File: config.mk
export PLATFORM = sky130hd
export DESIGN_NAME = timer_pwm_capture
export DESIGN_NICKNAME = d
export VERILOG_FILES = /design/src/rtl/timer_pwm_capture.sv
export SDC_FILE = /design/constraint.sdc
export NUM_CORES = 1
export LEC_CHECK = 0
export CAP_MARGIN = 20
export CORE_UTILIZATION = 50
export DETAILED_ROUTE_END_ITERATION = 8
export PLACE_DENSITY = 0.7
export SYNTH_ARGS = -nofsm -noshare
export SYNTH_HDL_FRONTEND = slang
export SYNTH_SLANG_ARGS = --single-unit
File: constraint.sdc
create_clock -name HCLK -period 3.05 [get_ports HCLK]
set_input_delay 0.305 -clock HCLK [delete_from_list [all_inputs] [get_ports HCLK]]
set_output_delay 0.305 -clock HCLK [all_outputs]
set_load 0.02 [all_outputs]
File: src/rtl/timer_pwm_capture.sv
// ============================================================================
// Module   : timer_pwm_capture
// Purpose  : APB timer with prescaler, per-channel input capture, compare
//            toggle and PWM. Optional capture-overrun flags: TIMER_CAPTURE_OVERRUN_EN
// Revision : 1.0  initial release
// ============================================================================
`default_nettype none

module timer_pwm_capture #(
    parameter int NUM_CHANNELS = 4,
    parameter int CNT_WIDTH    = 16,
    parameter int PRE_WIDTH    = 8
) (
    input  logic                    HCLK,
    input  logic                    RST,
    input  logic                    PSEL,
    input  logic                    PENABLE,
    input  logic                    PWRITE,
    input  logic [7:0]              PADDR,
    input  logic [31:0]             PWDATA,
    output logic [31:0]             PRDATA,
    output logic                    PREADY,
    input  logic [NUM_CHANNELS-1:0] tmr_in,
    output logic [NUM_CHANNELS-1:0] tmr_out,
    output logic [NUM_CHANNELS-1:0] tmr_oe,
    output logic                    IRQ
);

    localparam logic [7:0] c_ADDR_CTRL   = 8'h00;
    localparam logic [7:0] c_ADDR_PERIOD = 8'h04;
    localparam logic [7:0] c_ADDR_CNT    = 8'h08;
    localparam logic [7:0] c_ADDR_FLAGS  = 8'h0C;
    localparam logic [7:0] c_ADDR_IE     = 8'h10;
    localparam logic [7:0] c_ADDR_MODE   = 8'h14;
    localparam logic [7:0] c_ADDR_CCR0   = 8'h20;

    logic                      r_en;
    logic [PRE_WIDTH-1:0]      r_pre;
    logic [PRE_WIDTH-1:0]      r_pre_cnt;
    logic [CNT_WIDTH-1:0]      r_period;
    logic [CNT_WIDTH-1:0]      r_cnt;
    logic [16:0]               r_flags;
    logic [16:0]               r_ie;
    logic [2*NUM_CHANNELS-1:0] r_mode;
    logic [NUM_CHANNELS-1:0]   r_sync1;
    logic [NUM_CHANNELS-1:0]   r_sync2;
    logic [NUM_CHANNELS-1:0]   r_sync3;
    logic                      r_irq;

    logic                      w_wr;
    logic                      w_wr_cnt;
    logic                      w_tick;
    logic                      w_tick_eff;
    logic                      w_wrap;
    logic [NUM_CHANNELS-1:0]   w_capture;
    logic [NUM_CHANNELS-1:0]   w_match;
    logic [16:0]               w_flag_set;
    logic [16:0]               w_flag_clr;
    logic [CNT_WIDTH-1:0]      w_ccr [NUM_CHANNELS];
    logic                      w_unused;

    assign PREADY     = 1'b1;
    assign IRQ        = r_irq;
    assign w_unused   = ^PWDATA;
    assign w_wr       = PSEL & PENABLE & PWRITE;
    assign w_wr_cnt   = w_wr && (PADDR == c_ADDR_CNT);
    // Prescaler terminal count; >= keeps it sane if PRE shrinks mid-count
    assign w_tick     = r_en && (r_pre_cnt >= r_pre);
    assign w_tick_eff = w_tick && !w_wr_cnt;
    assign w_wrap     = w_tick_eff && (r_cnt == r_period);
    assign w_flag_clr = (w_wr && (PADDR == c_ADDR_FLAGS)) ? PWDATA[16:0] : 17'd0;

    always_ff @(posedge HCLK) begin
        if (RST) begin
            r_en      <= 1'b0;
            r_pre     <= '0;
            r_pre_cnt <= '0;
            r_period  <= '1;
            r_cnt     <= '0;
            r_flags   <= '0;
            r_ie      <= '0;
            r_mode    <= '0;
            r_sync1   <= '0;
            r_sync2   <= '0;
            r_sync3   <= '0;
            r_irq     <= 1'b0;
        end else begin
            r_sync1 <= tmr_in;
            r_sync2 <= r_sync1;
            r_sync3 <= r_sync2;
            r_irq   <= |(r_flags & r_ie);
            r_flags <= (r_flags & ~w_flag_clr) | w_flag_set;

            if (!r_en || w_wr_cnt || w_tick) r_pre_cnt <= '0;
            else                             r_pre_cnt <= r_pre_cnt + 1'b1;

            if (w_wr_cnt)        r_cnt <= PWDATA[CNT_WIDTH-1:0];
            else if (w_tick_eff) r_cnt <= w_wrap ? '0 : r_cnt + 1'b1;

            if (w_wr) begin
                case (PADDR)
                    c_ADDR_CTRL: begin
                        r_en  <= PWDATA[0];
                        r_pre <= PWDATA[8 +: PRE_WIDTH];
                    end
                    c_ADDR_PERIOD: r_period <= PWDATA[CNT_WIDTH-1:0];
                    c_ADDR_IE:     r_ie     <= PWDATA[16:0];
                    c_ADDR_MODE:   r_mode   <= PWDATA[2*NUM_CHANNELS-1:0];
                    default: ;
                endcase
            end
        end
    end

    always_comb begin
        w_flag_set                    = '0;
        w_flag_set[NUM_CHANNELS-1:0]  = w_capture | w_match;
`ifdef TIMER_CAPTURE_OVERRUN_EN
        w_flag_set[8 +: NUM_CHANNELS] = w_capture & r_flags[NUM_CHANNELS-1:0];
`endif
        w_flag_set[16]                = w_wrap;
    end

    for (genvar i = 0; i < NUM_CHANNELS; i++) begin : g_ch
        logic [1:0]           w_mode;
        logic [CNT_WIDTH-1:0] r_ccr;
        logic                 r_out;

        assign w_mode       = r_mode[2*i +: 2];
        assign w_capture[i] = (w_mode == 2'b01) && r_sync2[i] && !r_sync3[i];
        assign w_match[i]   = w_tick_eff && w_mode[1] && (r_cnt == r_ccr);
        assign w_ccr[i]     = r_ccr;
        assign tmr_out[i]   = r_out;
        assign tmr_oe[i]    = w_mode[1];

        always_ff @(posedge HCLK) begin
            if (RST) begin
                r_ccr <= '0;
                r_out <= 1'b0;
            end else begin
                // Capture owns CCR; software writes are dropped in capture mode
                if (w_capture[i])
                    r_ccr <= r_cnt;
                else if (w_wr && (PADDR == c_ADDR_CCR0 + 8'(4*i)) && (w_mode != 2'b01))
                    r_ccr <= PWDATA[CNT_WIDTH-1:0];

                case (w_mode)
                    2'b10:   if (w_match[i]) r_out <= ~r_out;
                    2'b11:   r_out <= r_en && (r_cnt < r_ccr);
                    default: r_out <= 1'b0;
                endcase
            end
        end
    end

    always_comb begin
        PRDATA = '0;
        if (PSEL) begin
            case (PADDR)
                c_ADDR_CTRL: begin
                    PRDATA[0]              = r_en;
                    PRDATA[8 +: PRE_WIDTH] = r_pre;
                end
                c_ADDR_PERIOD: PRDATA = 32'(r_period);
                c_ADDR_CNT:    PRDATA = 32'(r_cnt);
                c_ADDR_FLAGS:  PRDATA = 32'(r_flags);
                c_ADDR_IE:     PRDATA = 32'(r_ie);
                c_ADDR_MODE:   PRDATA = 32'(r_mode);
                default: begin
                    for (int i = 0; i < NUM_CHANNELS; i++) begin
                        if (PADDR == c_ADDR_CCR0 + 8'(4*i)) PRDATA = 32'(w_ccr[i]);
                    end
                end
            endcase
        end
    end

endmodule

`default_nettype wire

Yosys cells after proc, flatten, opt, wreduce, memory -nomap -nowiden. Cells that the tools add are included.

Equal/unequal tests: 34. $add $sub $neg: 2. Multiplexer cells: 29. Magnitude comparators: 5. Bitwise gates (word level): 11. Reductions and logical operators: 54.

Operator list (count): 16-bit 2-to-1 mux (12); 32-bit 2-to-1 mux (4); 16-bit == test (5); 16-bit < comparator (4); 16-bit case mux with 3 select lines (1); 8-bit case mux with 6 select lines (1); 7-bit case mux with 6 select lines (1); 17-bit AND (2); 1-bit logical AND (33); 8-bit by 6-bit == test with 1-bit output (second input constant) (4); 17-bit 2-to-1 mux (1); 17-bit NOT (1); 17-bit bitwise OR (1); 17-bit OR reduction (1); 16-bit by 1-bit adder with 16-bit output (second input constant) (1); 2-bit == test (second input constant) (8); 8-bit by 4-bit == test with 1-bit output (second input constant) (2); 8-bit by 5-bit == test with 1-bit output (second input constant) (2); 2-bit nonzero test (5); 8-bit by 1-bit adder with 8-bit output (second input constant) (1); 2-bit by 1-bit == test with 1-bit output (second input constant) (4); 8-bit by 3-bit == test with 1-bit output (second input constant) (1); 8-bit >= comparator (1); 8-bit zero test (1); 13 further kinds (38).

Register bits: 172. Input port bits: 49.

Depth between registers and ports, before layout.
Depth in word-level cells: 9. Depth in mapped cells: 9. Mapped depth without buffers: 8.

Worst setup path before layout. OpenSTA, ideal clock, no wires.

Path kind: input port to output port. From: input port PADDR[4]. To: output port PRDATA[1]. Cell stages on the path: 7. Data required time: 2745 ps. Data arrival time: 2058 ps. Slack: 687 ps. Cells stage by stage: buf_2 -> or4b_1 -> buf_2 -> nor3_2 -> buf_2 -> a22oi_1 -> a31oi_1.

Word-level cells in the longest chain between the ends: 7. Elaborated cells between the ends (all ways): 16. Classes of those cells: 9 x eq/ne; 6 x mux; 1 x reduce/logical.

Ends and longest elaborated chain: from (decl) (line 19) `input logic [7:0] PADDR,`; 8-bit by 6-bit == test with 1-bit output (line 171) `if (PADDR == c_ADDR_CCR0 + 8'(4*i)) PRDATA = 32'(w_ccr[i]);`; 16-bit 2-to-1 mux (line 171); 32-bit 2-to-1 mux (3 in a row) (line 171); 7-bit case mux with 6 select lines * (line 159) `case (PADDR)`; 32-bit 2-to-1 mux * (line 158) `if (PSEL) begin`; to (decl) (line 21) `output logic [31:0] PRDATA,`.

Mark *: on every way between the ends. The rest lies on a longest branch, timed or not.

Final worst setup path.
From: input port PADDR[4]. To: output port PRDATA[11].

Word-level cells in the longest chain between the ends: 7. Elaborated cells between the ends (all ways): 16. Classes of those cells: 9 x eq/ne; 6 x mux; 1 x reduce/logical.

Ends and longest elaborated chain (line): 8-bit by 6-bit == test with 1-bit output (171); 16-bit 2-to-1 mux (171); 32-bit 2-to-1 mux (3 in a row) (171); 8-bit case mux with 6 select lines * (159); 32-bit 2-to-1 mux * (158).

Marks and branches as above.

==> impl_metrics.yaml <==
power:
  powerDensity_nw_per_um2: 391
  p_leak_nw: 4.50
  vdd_drop_max_uv: 375
  totalPowerFinal_mw: 4.88
route:
  wl_per_cell_um: 20.6
  antenna_left: 0
  drc: 0
  routed_wl_um: 34300
  first_pass_iters: 8
  via_count: 10300
  drtIter0Drc: 1181
  viasPerCell: 6.19
worst_setup_path:
  critical-path-top-delay-family: "buffers and inverters"
  cp_num_buf_inv: 4
  critical-path-max-stage-delay_ns: 0.59
  endpoint_kind: "output port"
  critPathSlowestCell: "or4b_1"
  cp.depth: 8
  cp_max_fo: 12
  r2r_cells: 7
  critPathRequiredTime_ns: 2.74
  crit_path_start_kind: "input pin"
  path_common_cell: "a21oi_1"
  path_cells: "clkdlybuf4s50_1, or4b_1, buf_4, buf_12, o32ai_1, a21oi_1, a21oi_1, dlygate4sd2_1"
  cp.arrival_ns: 2.59
  worstSetupPathType: "input pin to output port"
clocking:
  numCtsBuffers: 17
  path_clk_slew_ns: 0.08
  cts_tree: "yes"
  clock_path_buffers: 2
  clkLatencyLatePin_ns: 0.44
  cts_hold_buf: 0
  cts.htree.levels: 4
  clock-root-buffer: "clkbuf_16"
  cts_sinks: 172
die:
  fp-row-count: 53
  die_area_sq_um: 22300
  coreArea_sq_um: 21200
  io_pins: 91
  die_w_um: 149
  start_util_pct: 51.3
  die_y_um: 149
timing:
  rsz0062_at_grt: "no"
  clock.fmax_mhz: 345
  hold_violations: 0
  slew_headroom_pct: 49.0
  clock_skew_ns: 0.00963
  setup_violations: 0
  tightest_slew_ns: 0.761
  drv_slew: 0
  finalCriticalPeriod_ns: 2.90
  post-route-period-util_pct: 95.0
logic_synthesis:
  synth.most_common_cell: "dfxtp_1"
  synth_top_area_cell: "dfxtp_1"
  ys_ff_latch: 172
  syn_area_sq_um: 10900
  yosys.cell_types.count: 69
  synthArstFlopShare_pct: 0
  synth-seq-area-share_pct: 31.7
  synth_edf_count: 0
  synth_flop_cell: "dfxtp_1"
  synth.cells.most_frequent: "dfxtp_1 (172), nand2_1 (120), nor2_1 (120)"
  synth.avg_cell_area_sq_um: 8.11
  ys_warn_count: 0
  synth_top_area_share_pct: 31.7
  synthCells: 1338
  ys_top_cells_by_area: "dfxtp_1 (32%), ha_1 (8.5%), mux2i_1 (7.7%), a211oi_1 (4.5%), a21oi_1 (4.2%)"
status:
  outcome: "finished, final reports clean"
final_layout:
  num-nets-final: 1498
  fin_area_sq_um: 12500
  syn_to_final_growth_pct: 14.8
  multi_input_area_sq_um: 6500
  fill_cells: 1921
  layout-drive-gt1-share_pct: 10.8
  seq_area_sq_um: 3440
  num_antenna_cells: 0
place:
  hpwl_um: 25400
  gp_congestion: 0.963
  numPortBuffers: 59
  placed_cell_area_sq_um: 11900
global_routing:
  antenna_found_initial: 0
  grt_max_degree: 63
  grtUsageTotal_pct: 31.2
  grt_pass1_wl_um: 53000
  grt_pass1_vias: 9427
  grt_overflow: 0
flow_run:
  drv_cap: 0
min_path:
  min_path_cells: 2
  min_path_type: "input pin to flip-flop"
-- stage by stage --
stage	hold slack, ns	instances	setup WS (ns)	utilization, %	setup TNS, ns
after floorplan	0.414	1352	0.687	-	0
after global placement	0.418	1631	-0.0935	56.1	-1.31
after detailed placement	0.425	1631	-0.131	56.1	-1.86
after CTS	0.371	1663	0.172	58.9	0
after global routing	0.406	1663	0.0396	58.9	0
final	0.393	1663	0.152	58.9	0
-- layout make-up --
cell class,count,area share (%)
Multi-Input combinational cell,963,52.2
Sequential cell,172,27.6
Timing Repair Buffer,139,10.1
Clock buffer,17,3.41
Tap cell,275,2.76
Inverter,82,2.47
Clock inverter,15,1.42
-- kinds of logic (layout without fill, tap and decap cells) --
kind of cell	count (synthesis)	after routing	share of synthesized area, %
and+or+nand+nor	447	447	20.8
adders and majority gates	74	74	8.53
muxes	92	92	8.59
buffers and inverters	217	253	9.26
xor gates and xnor gates	24	24	1.94
other	2	16	0.0692
AOI/OAI and AO/OA	310	310	19.1
DFF	172	172	31.7
-- state kept, by name, summed over array words and instances (netlist names), 4 cells and up --
| signal | cells |
|---|---|
| r_period | 16 |
| r_mode | 8 |
| g_ch.r_out | 4 |
| r_ie | 17 |
| g_ch.r_ccr | 64 |
| r_pre_cnt | 8 |
| r_flags | 17 |
| r_sync1 | 4 |
| r_sync2 | 4 |
| r_pre | 8 |
| r_sync3 | 4 |
| r_cnt | 16 |
-- power breakdown --
part / switching (mW) / total [mW] / internal, mW
sequential: 0.0170 / 2.27 / 2.25
combinational: 0.235 / 0.382 / 0.147
clock: 1.12 / 2.22 / 1.11
-- layer usage --
metal	up-vias	part of all wire (%)	track usage [%]
met5	-	0	0
met3	97	9.8	6.57
met2	547	44	48.2
met1	4841	43	42.3
met4	0	3.7	12.1
li1	4803	-	-
-- cell usage in the layout (no fill, tap or decap), types with 37 or more instances in the layout --
master,Yosys,routed
nand2_1,120,120
nor2_1,120,119
a21oi_1,91,91
o21ai_0,37,37
ha_1,74,74
a211oi_1,65,65
clkdlybuf4s50_1,0,40
a22oi_1,38,38
inv_1,81,81
dfxtp_1,172,172
buf_4,36,73
mux2i_1,83,83
nand3_1,40,40
-- worst reg2reg max path, cell delays in order (launching register included) --
cell      delay, ns
dfxtp_1        0.77
xnor2_1        0.19
nand4_1        0.19
nor4_2         0.57
buf_4          0.34
nor4b_1        0.09
a221oi_1       0.24
a21oi_1        0.11
-- worst paths after layout --
kind / startpoint / end / slack [ns]
min reg2reg: r_sync1[2] / r_sync2[2] / 0.44
max: PADDR[4] / PRDATA[11] / 0.15
min: RST / r_pre[0] / 0.39
max reg2reg: r_cnt[13] / r_cnt[5] / 0.41
-- timing repair --
| action | CTS | global route |
|---|---|---|
| resized for setup | 18 | 1 |
| setup endpoints to repair | 25 | 2 |
| pin swaps | 0 | 0 |
| setup buffers | 0 | 0 |
(Power assumes the default switching activity.)
